### src/rtl/systolic_skew_feeder_if.sv
// Operand/stream bundle between the matrix source and the skew feeder.
// master: matrix source (drives start and operands, observes the stream).
// slave : skew feeder (captures operands, drives the skewed edge lanes).
interface systolic_skew_feeder_if #(
    parameter int DATA_W = 8,
    parameter int N      = 3
);
    logic                       start;
    logic [N*N*DATA_W-1:0]      a_mat;
    logic [N*N*DATA_W-1:0]      b_mat;
    logic [N*DATA_W-1:0]        a_skew;
    logic [N*DATA_W-1:0]        b_skew;
    logic                       valid;
    logic                       clear_acc;
    logic                       busy;
    logic                       done;

    modport master (
        output start, a_mat, b_mat,
        input  a_skew, b_skew, valid, clear_acc, busy, done
    );

    modport slave (
        input  start, a_mat, b_mat,
        output a_skew, b_skew, valid, clear_acc, busy, done
    );
endinterface

### src/rtl/systolic_skew_feeder.sv
// Skewed operand feeder for an N x N systolic MAC array.
// Captures A and B on start, pulses clear_acc, streams 2N-1 diagonal-skewed
// slots (A row r and B column c delayed by r and c cycles), then idles the
// lanes for DRAIN_CYC cycles and pulses done.
// Optional feature macro: FEEDER_STALL_EN adds a stall input that freezes
// sequencing in FEED/DRAIN (lanes hold, valid drops, no slot lost).
module systolic_skew_feeder #(
    parameter int DATA_W    = 8,
    parameter int N         = 3,
    parameter int DRAIN_CYC = 6
) (
    input  logic                 clk,
    input  logic                 reset,
`ifdef FEEDER_STALL_EN
    input  logic                 stall,
`endif
    systolic_skew_feeder_if.slave bus
);
    localparam int SLOTS = 2*N - 1;
    localparam int T_W   = (SLOTS > 1) ? $clog2(SLOTS) : 1;
    localparam int D_W   = (DRAIN_CYC > 1) ? $clog2(DRAIN_CYC) : 1;
    localparam logic [T_W-1:0] T_LAST = T_W'(SLOTS - 1);
    localparam logic [D_W-1:0] D_LAST = D_W'(DRAIN_CYC - 1);

    typedef enum logic [1:0] {
        ST_IDLE  = 2'd0,
        ST_FEED  = 2'd1,
        ST_DRAIN = 2'd2
    } state_t;

    state_t                  state_r, state_n_s;
    logic [T_W-1:0]          t_r, t_s;
    logic [D_W-1:0]          d_r, d_s;
    logic [N*N*DATA_W-1:0]   a_cap_r, b_cap_r;
    logic [N*DATA_W-1:0]     a_skew_r, a_skew_s, b_skew_r, b_skew_s;
    logic [N*DATA_W-1:0]     a_lane_s, b_lane_s;
    logic                    valid_r, valid_s, clear_acc_r, clear_acc_s;
    logic                    busy_r, busy_s, done_r, done_s, load_s;
    logic                    stall_s;

`ifdef FEEDER_STALL_EN
    // Stall only matters while sequencing; IDLE (and start capture) ignores it.
    assign stall_s = stall && (state_r != ST_IDLE);
`else
    assign stall_s = 1'b0;
`endif

    assign bus.a_skew    = a_skew_r;
    assign bus.b_skew    = b_skew_r;
    assign bus.valid     = valid_r;
    assign bus.clear_acc = clear_acc_r;
    assign bus.busy      = busy_r;
    assign bus.done      = done_r;

    // Diagonal lane select: lane r carries A[r][t-r], lane c carries B[t-c][c].
    always_comb begin : lane_sel
        int k;
        k        = 0;
        a_lane_s = '0;
        b_lane_s = '0;
        for (int r = 0; r < N; r++) begin
            k = int'(t_r) - r;
            if (k >= 0 && k < N) begin
                a_lane_s[r*DATA_W +: DATA_W] = a_cap_r[(r*N + k)*DATA_W +: DATA_W];
                b_lane_s[r*DATA_W +: DATA_W] = b_cap_r[(k*N + r)*DATA_W +: DATA_W];
            end else begin
                a_lane_s[r*DATA_W +: DATA_W] = '0;
                b_lane_s[r*DATA_W +: DATA_W] = '0;
            end
        end
    end

    // State register.
    always_ff @(posedge clk) begin
        if (reset) begin
            state_r <= ST_IDLE;
        end else begin
            state_r <= state_n_s;
        end
    end

    // Next-state decode: FEED ends after the last slot, DRAIN after the last drain cycle.
    always_comb begin
        state_n_s = state_r;
        case (state_r)
            ST_IDLE: begin
                if (bus.start) state_n_s = ST_FEED;
                else           state_n_s = ST_IDLE;
            end
            ST_FEED: begin
                if (!stall_s && t_r == T_LAST) state_n_s = ST_DRAIN;
                else                           state_n_s = ST_FEED;
            end
            ST_DRAIN: begin
                if (!stall_s && d_r == D_LAST) state_n_s = ST_IDLE;
                else                           state_n_s = ST_DRAIN;
            end
            default: state_n_s = ST_IDLE;
        endcase
    end

    // Output/counter decode: next values of every registered output and counter.
    always_comb begin
        t_s         = t_r;
        d_s         = d_r;
        a_skew_s    = a_skew_r;
        b_skew_s    = b_skew_r;
        valid_s     = 1'b0;
        clear_acc_s = 1'b0;
        busy_s      = busy_r;
        done_s      = 1'b0;
        load_s      = 1'b0;
        case (state_r)
            ST_IDLE: begin
                a_skew_s = '0;
                b_skew_s = '0;
                if (bus.start) begin
                    load_s      = 1'b1;
                    clear_acc_s = 1'b1;
                    busy_s      = 1'b1;
                    t_s         = '0;
                    d_s         = '0;
                end else begin
                    busy_s      = 1'b0;
                end
            end
            ST_FEED: begin
                if (stall_s) begin
                    valid_s = 1'b0;
                end else begin
                    a_skew_s = a_lane_s;
                    b_skew_s = b_lane_s;
                    valid_s  = 1'b1;
                    d_s      = '0;
                    if (t_r == T_LAST) t_s = '0;
                    else               t_s = t_r + T_W'(1);
                end
            end
            ST_DRAIN: begin
                if (stall_s) begin
                    valid_s = 1'b0;
                end else begin
                    a_skew_s = '0;
                    b_skew_s = '0;
                    if (d_r == D_LAST) begin
                        d_s    = '0;
                        done_s = 1'b1;
                        busy_s = 1'b0;
                    end else begin
                        d_s    = d_r + D_W'(1);
                    end
                end
            end
            default: begin
                a_skew_s = '0;
                b_skew_s = '0;
                busy_s   = 1'b0;
                t_s      = '0;
                d_s      = '0;
            end
        endcase
    end

    // Datapath registers: operand capture, counters and all outputs.
    always_ff @(posedge clk) begin
        if (reset) begin
            a_cap_r     <= '0;
            b_cap_r     <= '0;
            t_r         <= '0;
            d_r         <= '0;
            a_skew_r    <= '0;
            b_skew_r    <= '0;
            valid_r     <= 1'b0;
            clear_acc_r <= 1'b0;
            busy_r      <= 1'b0;
            done_r      <= 1'b0;
        end else begin
            if (load_s) begin
                a_cap_r <= bus.a_mat;
                b_cap_r <= bus.b_mat;
            end else begin
                a_cap_r <= a_cap_r;
                b_cap_r <= b_cap_r;
            end
            t_r         <= t_s;
            d_r         <= d_s;
            a_skew_r    <= a_skew_s;
            b_skew_r    <= b_skew_s;
            valid_r     <= valid_s;
            clear_acc_r <= clear_acc_s;
            busy_r      <= busy_s;
            done_r      <= done_s;
        end
    end
endmodule

### src/flat_wrapper.sv
// flat-port wrapper written by rule: the top's interface ports become plain ports
module systolic_skew_feeder_flat 
#(
    parameter int DATA_W    = 8,
    parameter int N         = 3,
    parameter int DRAIN_CYC = 6
)
  (clk, reset, bus_start, bus_a_mat, bus_b_mat, bus_a_skew, bus_b_skew, bus_valid, bus_clear_acc, bus_busy, bus_done);
  systolic_skew_feeder_if #(.DATA_W(DATA_W), .N(N)) bus_i ();
  input  logic clk;
  input  logic reset;
  input wire logic [$bits(bus_i.start)-1:0] bus_start;
  input wire logic [$bits(bus_i.a_mat)-1:0] bus_a_mat;
  input wire logic [$bits(bus_i.b_mat)-1:0] bus_b_mat;
  output wire logic [$bits(bus_i.a_skew)-1:0] bus_a_skew;
  output wire logic [$bits(bus_i.b_skew)-1:0] bus_b_skew;
  output wire logic [$bits(bus_i.valid)-1:0] bus_valid;
  output wire logic [$bits(bus_i.clear_acc)-1:0] bus_clear_acc;
  output wire logic [$bits(bus_i.busy)-1:0] bus_busy;
  output wire logic [$bits(bus_i.done)-1:0] bus_done;
  assign bus_i.start = bus_start;
  assign bus_i.a_mat = bus_a_mat;
  assign bus_i.b_mat = bus_b_mat;
  assign bus_a_skew = bus_i.a_skew;
  assign bus_b_skew = bus_i.b_skew;
  assign bus_valid = bus_i.valid;
  assign bus_clear_acc = bus_i.clear_acc;
  assign bus_busy = bus_i.busy;
  assign bus_done = bus_i.done;
  systolic_skew_feeder #(.DATA_W(DATA_W), .N(N), .DRAIN_CYC(DRAIN_CYC)) u_core (.clk(clk), .reset(reset), .bus(bus_i));
endmodule
### config.mk
export PLATFORM = sky130hd
export DESIGN_NAME = systolic_skew_feeder_flat
export DESIGN_NICKNAME = d
export VERILOG_FILES = /design/src/rtl/systolic_skew_feeder_if.sv /design/src/rtl/systolic_skew_feeder.sv /design/src/flat_wrapper.sv
export SDC_FILE = /design/constraint.sdc
export NUM_CORES = 1
export LEC_CHECK = 0
export ABC_AREA = 1
export BUFFER_PORTS_ARGS = -buffer_cell sky130_fd_sc_hd__buf_2
export CORE_ASPECT_RATIO = 1.75
export CORE_MARGIN = 8
export CORE_UTILIZATION = 50
export CTS_CLUSTER_DIAMETER = 200
export DETAILED_ROUTE_END_ITERATION = 8
export PLACE_DENSITY = 0.81
export SYNTH_ARGS = -nofsm -noshare
export SYNTH_HDL_FRONTEND = slang
export SYNTH_SLANG_ARGS = --single-unit
### constraint.sdc
create_clock -name clk -period 3.05 [get_ports clk]
set_clock_uncertainty 0.2 [all_clocks]
set_input_delay 0.61 -clock clk [delete_from_list [all_inputs] [get_ports clk]]
set_output_delay 0.61 -clock clk [all_outputs]
set_load 0.01 [all_outputs]
-- Yosys cells after proc, flatten, opt, wreduce, memory -nomap -nowiden
Index checks and enable logic that the tools add are counted.
- add/sub/neg operators: 8
- $mul: 3
- divide/modulo/power cells: 0
- order comparisons: 6
- equal/unequal tests: 6
- shift-type cells: 6
- multiplexer cells: 15
- bitwise operators: 5
- reduce and logical (&&, ||, !) cells: 10
- operator list (cell ; count):
    $shiftx 72x32->8 ; 5
    $shiftx 72x7->8 ; 1
    $add 29x2->29 const B ; 1
    $add 29x3->29 const B ; 1
    $mul 4x3->7 const B ; 2
    $mux 3 ; 3
    $pmux 3 s3 ; 1
    $reduce_or 3->1 ; 3
    $ge 4x1->1 const B ; 2
    $lt 4x3->1 const B ; 2
    $add 3x1->3 const B ; 2
    $eq 3x3->1 const B ; 2
    $mux 1 ; 6
    $pmux 2 s3 ; 1
    $pmux 3 s2 ; 1
    $add 3x4->5 const A ; 1
    $add 4x4->5 const A ; 1
    $mul 3x2->5 const B ; 1
    $not 1->1 ; 5
    $mux 2 ; 2
    $reduce_and 2->1 ; 2
    $sub 3x1->4 const B ; 1
    $sub 3x2->4 const B ; 1
    $ge 3x1->1 const B ; 1
    other kinds (9) ; 11
- bits in registers: 204
- latch bits: 0
- RAM bits: 0
- bits in read-only memories: 0
- input bits: 147
- output and inout port bits: 52
- memories kept: 0

-- Longest topological paths before layout
Gate-level depths: netlist (run 1).
- depth in word-level cells: 5
- mapped depth: 18
- mapped depth without buffers: 16

-- Worst setup path after synthesis (run 1)
No wires, ideal clock.
- kind: reg-to-reg
- from: register u_core.t_r[1]
- to: register u_core.b_skew_r[13] (netlist: u_core.bus.b_skew[13])
- setup time: 0.119 ns
- arrival time: 3.044 ns
- required time: 2.731 ns
- setup slack: -0.314 ns
- cell stages (with the launch flop): 16
- buffers on the path: 2
- period minus slack after synthesis: 3.364 ns
- path through: dfxtp_1 -> buf_2 -> inv_1 -> clkbuf_1 -> ha_1 -> inv_1 -> nand2_1 -> nand2_1 -> ha_1 -> inv_1 -> ha_1 -> fa_1 -> xor2_2 -> nor2_4 -> nand2_1 -> a21oi_1
- longest elaborated chain between the ends: 5
- elaborated cells between the ends (all ways): 9
- those cells by class: 2 x add/sub; 1 x mul; 2 x order compare; 1 x shift; 1 x bitwise; 2 x reduce/logical
- ends and longest elaborated chain (what ; line ; RTL):
    from (decl) ; systolic_skew_feeder.sv:32 ; logic [T_W-1:0] t_r, t_s;
    from (signal assigned) ; systolic_skew_feeder.sv:185 ; t_r <= t_s;
    $sub 3x1->4 (*) ; systolic_skew_feeder.sv:62 ; k = int'(t_r) - r;
    branches (longest 4 deep; another with $add 29x2->29) ; - ;
    to (signal assigned) ; systolic_skew_feeder.sv:188 ; b_skew_r <= b_skew_s;
    to (decl) ; systolic_skew_feeder.sv:35 ; logic [N*DATA_W-1:0] a_skew_r, a_skew_s, b_skew_r, b_skew_s;
Every way passes the cells marked *.
A chain may end at the register's enable or synchronous reset.

-- Worst setup path in the final report (run 1)
- from: register u_core.t_r[0]
- to: register u_core.b_skew_r[12] (netlist: u_core.bus.b_skew[12])
Same word-level chain as after synthesis.

==> results of run 1 <==
through the flow:
stage | setup TNS [ps] | area (um^2) | total power (uW) | std cells
6_report | 0 | 11500 | 8010 | 1798
5_1_grt | -57.5 | 11500 | 8410 | 1798
4_1_cts | 0 | 11500 | 8010 | 1797
3_5_place_dp | 0 | 10700 | 5190 | 1761
3_3_place_gp | 0 | 10700 | 5160 | 1761
2_1_floorplan | 0 | 9590 | 4500 | 1377
synthesized netlist by cell type (all sizes together), types with 8 or more instances:
cell type,instances
nand2,306
clkbuf,38
dfxtp,204
a21oi,100
ha,21
nand3,78
a221oi,8
o21ai,204
buf,43
inv,76
nor2,246
o211ai,12
metal layers:
metal | track usage, % | vias to the layer above
met4 | 18.5 | 0
met3 | 3.24 | 107
met1 | 24.9 | 4465
li1 | - | 4823
met5 | 0 | -
met2 | 48.7 | 358
area by class of cell:
class	count	area share, %
Tap cell	241	2.62
Multi-Input combinational cell	1015	42.0
Clock inverter	7	1.19
Timing Repair Buffer	225	10.6
Sequential cell	204	35.6
Inverter	77	2.56
Clock buffer	29	5.44
where the power goes:
part           switching (uW)  internal, uW
Sequential                101          2860
Combinational            1500           728
Clock                    1050          1760
Total                    2660          5360
cells by family after synthesis:
logic type,share of synthesized area (%)
AND/OR/NAND/NOR,27.3
AO/OA/AOI/OAI,18.1
flip-flops,42.8
buffers and inverters,6.95
adder cells (fa/ha/maj),2.96
XOR/XNOR,1.17
multiplexers,0.734
critical path, cell delays in order (launching register included):
cell and delay, ps:
sky130_fd_sc_hd__dfxtp_4 340, sky130_fd_sc_hd__inv_2 90, sky130_fd_sc_hd__ha_4 180, sky130_fd_sc_hd__inv_1 60
sky130_fd_sc_hd__nand2_1 50, sky130_fd_sc_hd__nand2_1 80, sky130_fd_sc_hd__ha_1 280, sky130_fd_sc_hd__inv_1 40
sky130_fd_sc_hd__ha_1 210, sky130_fd_sc_hd__fa_2 570, sky130_fd_sc_hd__buf_4 140, sky130_fd_sc_hd__xor2_4 300
sky130_fd_sc_hd__nor2_4 100, sky130_fd_sc_hd__nand2_1 80, sky130_fd_sc_hd__a21oi_1 60
registers in the layout, summed over array words and instances, names as in the netlist:
signal and cells:
u_core.bus.clear_acc 1, u_core.bus.busy 1, u_core.d_r 3, u_core.bus.b_skew 24, u_core.t_r 3, u_core.bus.valid 1, u_core.state_r 2, u_core.a_cap_r 72
u_core.bus.done 1, u_core.b_cap_r 72, u_core.bus.a_skew 24
path summary, 6_finish.rpt:
check        cells after the start                     to  slack, ps               start
max                             14  u_core.bus.b_skew[12]        160       u_core.t_r[0]
min                              3     u_core.a_cap_r[58]        130       bus_a_mat[58]
max reg2reg                     14  u_core.bus.b_skew[12]        160       u_core.t_r[0]
min reg2reg                      2     u_core.a_cap_r[22]        250  u_core.a_cap_r[22]
repair_timing:
item / 4_1_cts / 5_1_grt
gates resized for setup: 0 / 2
setup buffers: 0 / 1
endpoints found under the setup margin: 0 / 8
==> reports/metrics.csv, run 1 <==
metric;value;unit
outcome;finished clean;
floorplan.die.width;120;um
layout_commonest_cell;sky130_fd_sc_hd__nand2_1;
timing.final.max_slew_violations;0;
power_density;697;nW/um^2
hold_viol;0;
grt_antenna_before_repair;0;
detailedPlacementHpwl;23.4;mm
timing_worst_setup_path_type;register to register;
globalRouteOverflowTotal;0;
start_util;50.4;%
number_of_distinct_library_cell_variants_in_the_gate_level_netlist_after_synthesis;41;
detailedRoute.firstIterationViolations;627;
leakagePower;0.00526;uW
syn_avg_cell_area;6.93;um^2
yosysSeqAreaShare;42.8;%
avgViaCountPerCell;5.42;
remaining_drc_errors;0;
yosys-top-cells-area;sky130_fd_sc_hd__dfxtp_1, sky130_fd_sc_hd__nand2_1, sky130_fd_sc_hd__o21ai_0;
synthesis.nets;1546;
clkSlewWorstSetupHoldPaths;70;ps
rsz0062_at_grt;true;
dieArea;23900;um^2
synth_largest_type_area_fraction;42.8;%
m1WireLength;11.1;mm
total_wire_length_after_detailed_routing;31.8;mm
holdCritPathClass;primary input to register;
synthDominantAreaCellType;sky130_fd_sc_hd__dfxtp_1;
critical_path.startpoint_type;register;
detailroute.via_count;9753;
clock.fmax;0.346;GHz
number_of_instances_in_the_synthesized_netlist;1377;
highest_count_cells_in_the_layout_ignoring_fill_and_taps;sky130_fd_sc_hd__nand2_1, sky130_fd_sc_hd__nor2_1, sky130_fd_sc_hd__dfxtp_1;
std_cell_rows;67;
ys_async_sr_fraction;0;%
cts-hold-fix-buffers;0;
yosysWarningCount;0;
synth_enable_flop_cells;0;
global_route.usage.total;25.7;%
flow.area_growth_from_synthesis;20.4;%
maxCapViolCount;0;
post_drt_wl_per_cell;17.7;um
cts_max_path_buffers;3;
place_ws;95.7;ps
ir_drop;455;uV
grt_max_degree;146;
clk_root_buffer_cell;sky130_fd_sc_hd__clkbuf_16;
final_layout_size_suffix_gt1_share;18.6;%
clock_buffers_created_by_tritoncts;20;
vias_in_the_first_global_route;9571;
insertedDiodeCount;0;
met3_length;1.42;mm
htreeDepth;1;
cts_tree;yes;
multi_input_comb_area;4830;um^2
grt_pass1_wl;48.9;mm
finish.net_count;1712;
final.min_clock_period;2890;ps
wl_met2;17.1;mm
timing.final.setup_violations;0;
synthesis.area;9550;um^2
worst_case_headroom_to_the_max_slew_limit;38.6;%
timing.critical_path.arrival;3070;ps
worst_pin_slew;921;ps
buffer_ports.inserted;198;
end_kind;register;
clk_sink_count;204;
antenna_left;0;
topRoutingLayerUsed;met4;
critPathRequiredTime;3230;ps
drtPass1Iterations;7;
synth_ff_type;sky130_fd_sc_hd__dfxtp_1;
postLayoutCoreUtil;60.7;%
gp_congestion;0.962;
dieHeight;199;um
timing.critical_path.fanout_max;9;
hold-worst-slack;131;ps
core-area;18900;um^2
ys_ff_latch;204;
fin_ws;158;ps
layout.filler_cells;1870;
io_pins;199;
period_share;94.8;%
area.sequential;4090;um^2
clk_latency_worst_skew_pair;500;ps
No activity file was read; power rests on OpenSTA's default activity.
==> run 2: changes to the inputs <==
--- a/config.mk
+++ b/config.mk
@@ -6,13 +6,13 @@
 export NUM_CORES = 1
 export LEC_CHECK = 0
 export ABC_AREA = 1
-export BUFFER_PORTS_ARGS = -buffer_cell sky130_fd_sc_hd__buf_2
 export CORE_ASPECT_RATIO = 1.75
 export CORE_MARGIN = 8
-export CORE_UTILIZATION = 50
+export CORE_UTILIZATION = 55
 export CTS_CLUSTER_DIAMETER = 200
 export DETAILED_ROUTE_END_ITERATION = 8
-export PLACE_DENSITY = 0.81
+export DONT_BUFFER_PORTS = 1
+export PLACE_DENSITY = 0.77
 export SYNTH_ARGS = -nofsm -noshare
 export SYNTH_HDL_FRONTEND = slang
 export SYNTH_SLANG_ARGS = --single-unit
==> run 2 against run 1 <==
Net effect: via count decreased by 6.9%; non-clock buffer count decreased by 196; final cell count decreased by 11%; sequential power about the same; maximum frequency increased by 0.52%; global-route usage increased by 1.8 points; clock power decreased by 5%; register-to-register slack improved by 20 ps; clock-buffer cell count increased by 1; first-iteration DRC count increased by 4.8%; sequential share of layout area increased by 3.3 points; largest cell class unchanged; largest power group unchanged; highest routed layer unchanged.
==> reports/metrics.csv, run 2 (synthesis results as in run 1) <==
metric;value;unit;change
hold_viol;0;;unchanged
finish.net_count;1516;;-11%
clock_power_share;34.3;%;-0.8 points
p_comb_share;27.4;%;-0.5 points
timing.final.max_slew_violations;0;;unchanged
detailroute.via_count;9083;;-6.9%
final_layout_size_suffix_gt1_share;7.05;%;-12 points
globalRouteOverflowTotal;0;;unchanged
timing.critical_path.arrival;3110;ps;+40 ps
grt_max_degree;113;;-23%
clock.fmax;0.348;GHz;+0.52%
drtPass1Iterations;6;;-1
gp_congestion;0.951;;-1.1%
multi_input_comb_area;4870;um^2;+0.75%
total_wire_length_after_detailed_routing;31.1;mm;-2.1%
start_util;55.5;%;+5.1 points
leakagePower;0.00437;uW;-17%
critical_path.startpoint_type;register;;
worst_pin_slew;883;ps;-38.1 ps
timing.final.setup_violations;0;;unchanged
holdCritPathClass;primary input to register;;
outcome;finished clean;;
critical_path.most_common_cell;sky130_fd_sc_hd__nand2_1;;
clk_sink_count;204;;unchanged
remaining_drc_errors;0;;unchanged
detailedRoute.firstIterationViolations;657;;+4.8%
post_drt_wl_per_cell;19.5;um;+10%
power.switching_fraction;34.0;%;+0.83 points
critPathRequiredTime;3280;ps;+50 ps
antenna_left;0;;unchanged
reg_top3;u_core.a_cap_r (72), u_core.b_cap_r (72);;
detailedPlacementHpwl;22.7;mm;-3.2%
groute.layer.met3.usage;3.65;%;+0.41 points
busiest_layer;met2;;
floorplan.die.width;116;um;-4.0%
fin_ws;173;ps;+15.1 ps
avgViaCountPerCell;5.69;;+4.9%
maxCapViolCount;0;;unchanged
layout.filler_cells;1631;;-13%
postLayoutCoreUtil;61.1;%;+0.40 points
io_pins;199;;unchanged
core-area;17200;um^2;-9.1%
dieHeight;190;um;-4.3%
layout_commonest_cell;sky130_fd_sc_hd__nand2_1;;
power_density;739;nW/um^2;+6.1%
vias_in_the_first_global_route;8991;;-6.1%
htreeDepth;1;;unchanged
buffer_ports.inserted;0;;-100%
timing_worst_setup_path_type;register to register;;
groute.layer.met2.usage;49.9;%;+1.2 points
cts_max_path_buffers;3;;unchanged
dieArea;22000;um^2;-8.1%
cts_tree;yes;;
std_cell_rows;64;;-4.5%
timing.setup.tns;0;ps;unchanged
final.min_clock_period;2880;ps;-15.1 ps
global_route.usage.total;27.5;%;+1.8 points
ir_drop;523;uV;+15%
place_ws;32.2;ps;-63.6 ps
area.sequential;4090;um^2;unchanged
cp_slowest_stage_delay;620;ps;+50 ps
clock_buffers_created_by_tritoncts;20;;unchanged
clk_latency_worst_skew_pair;500;ps;about the same
power.internal;5130;uW;-4.2%
power_frac_seq;38.3;%;+1.3 points
clkSlewWorstSetupHoldPaths;70;ps;about the same
end_kind;register;;
slowest_stage_cell_on_the_critical_path;sky130_fd_sc_hd__fa_2;;
worst_case_headroom_to_the_max_slew_limit;41.1;%;+2.5 points
grtUsageMet1;26.3;%;+1.4 points
period_share;94.3;%;-0.49 points
p_switching;2640;uW;-0.57%
clk_root_buffer_cell;sky130_fd_sc_hd__clkbuf_16;;
timing.critical_path.fanout_max;8;;-1
grt_pass1_wl;46.8;mm;-4.3%
highest_count_cells_in_the_layout_ignoring_fill_and_taps;sky130_fd_sc_hd__nand2_1, sky130_fd_sc_hd__nor2_1, sky130_fd_sc_hd__dfxtp_1;;
grt_antenna_before_repair;4;;+4
critical_path.cell_chain;inv_2 -> ha_4 -> inv_1 -> nand2_1 -> nand2_2 -> ha_1 -> inv_1 -> ha_1 -> fa_2 -> nand3_2 -> nand2_1 -> nand2_1 -> nor2_2 -> nand3_4 -> a21oi_1;;
flow.area_growth_from_synthesis;10.1;%;
run 2: changes by cell type in the layout (fill, tap and decap cells not counted), moves of 2 or more:
cell and delta:
sky130_fd_sc_hd__diode_2 +4, sky130_fd_sc_hd__buf_2 -198, sky130_fd_sc_hd__clkbuf_1 +4, sky130_fd_sc_hd__clkbuf_8 -3, sky130_fd_sc_hd__inv_2 -2, sky130_fd_sc_hd__clkinv_2 +2
sky130_fd_sc_hd__a21oi_1 -5, sky130_fd_sc_hd__a21oi_2 +5
run 2: path summary, 6_finish.rpt:
| path | start | to | slack [ps] | cells past startpoint |
|---|---|---|---|---|
| worst max-delay path | u_core.t_r[1] | u_core.bus.b_skew[10] | 170 | 15 |
| worst min register to register | u_core.a_cap_r[18] | u_core.a_cap_r[18] | 250 | 2 |
| worst max register to register | u_core.t_r[1] | u_core.bus.b_skew[10] | 170 | 15 |
| worst min-delay path | reset | u_core.state_r[0] | 20 | 1 |
run 2: timing repair:
action | CTS | global route
hold buffers | 1 | 0
setup endpoints to repair | 0 | 8
resized for setup | 0 | 12
endpoints found under the hold margin | 6 | 0
buffers inserted | 0 | 2
run 2: routing by layer:
metal / vias to the layer above / part of all wire, %
li1: 4434 / -
met5: - / 0
met3: 124 / 5.3
met1: 4162 / 33
met2: 363 / 53
met4: 0 / 8.5
run 2: per-stage QoR:
stage | power [uW] | hold WS (ps) | instance area (um^2) | std cells
after floorplan | 4500 | 224 | 9590 | 1377
after global placement | 5060 | 233 | 9730 | 1553
after detailed placement | 5100 | 240 | 9730 | 1553
after CTS | 7750 | 9.24 | 10400 | 1590
after global routing | 8140 | 14.9 | 10500 | 1596
final | 7770 | 21.3 | 10500 | 1596
run 2: final cells by class:
cell class	instances	share of cell area, %
Multi-Input combinational cell	1015	46.3
Sequential cell	204	38.9
Clock buffer	30	5.70
Inverter	77	2.83
Tap cell	231	2.75
Timing Repair Buffer	29	2.45
Clock inverter	6	1.00
Antenna cell	4	0.0952
run 2: worst max-delay path, delay by kind of cell (launching register included):
kind,cells,cell delay (ps)
buffers and inverters,3,200
adder cells (fa/ha/maj),4,1260
AO/OA/AOI/OAI,1,160
AND/OR/NAND/NOR,7,670
flip-flops,1,320
run 2: power groups by stage:
stage | Sequential, uW | Combinational [uW] | Clock, uW
floorplan | 2990 | 1510 | 0
CTS | 2970 | 2080 | 2700
finish | 2980 | 2130 | 2660
global route | 3000 | 2350 | 2790
detailed placement | 3030 | 2060 | 0
global placement | 3030 | 2040 | 0
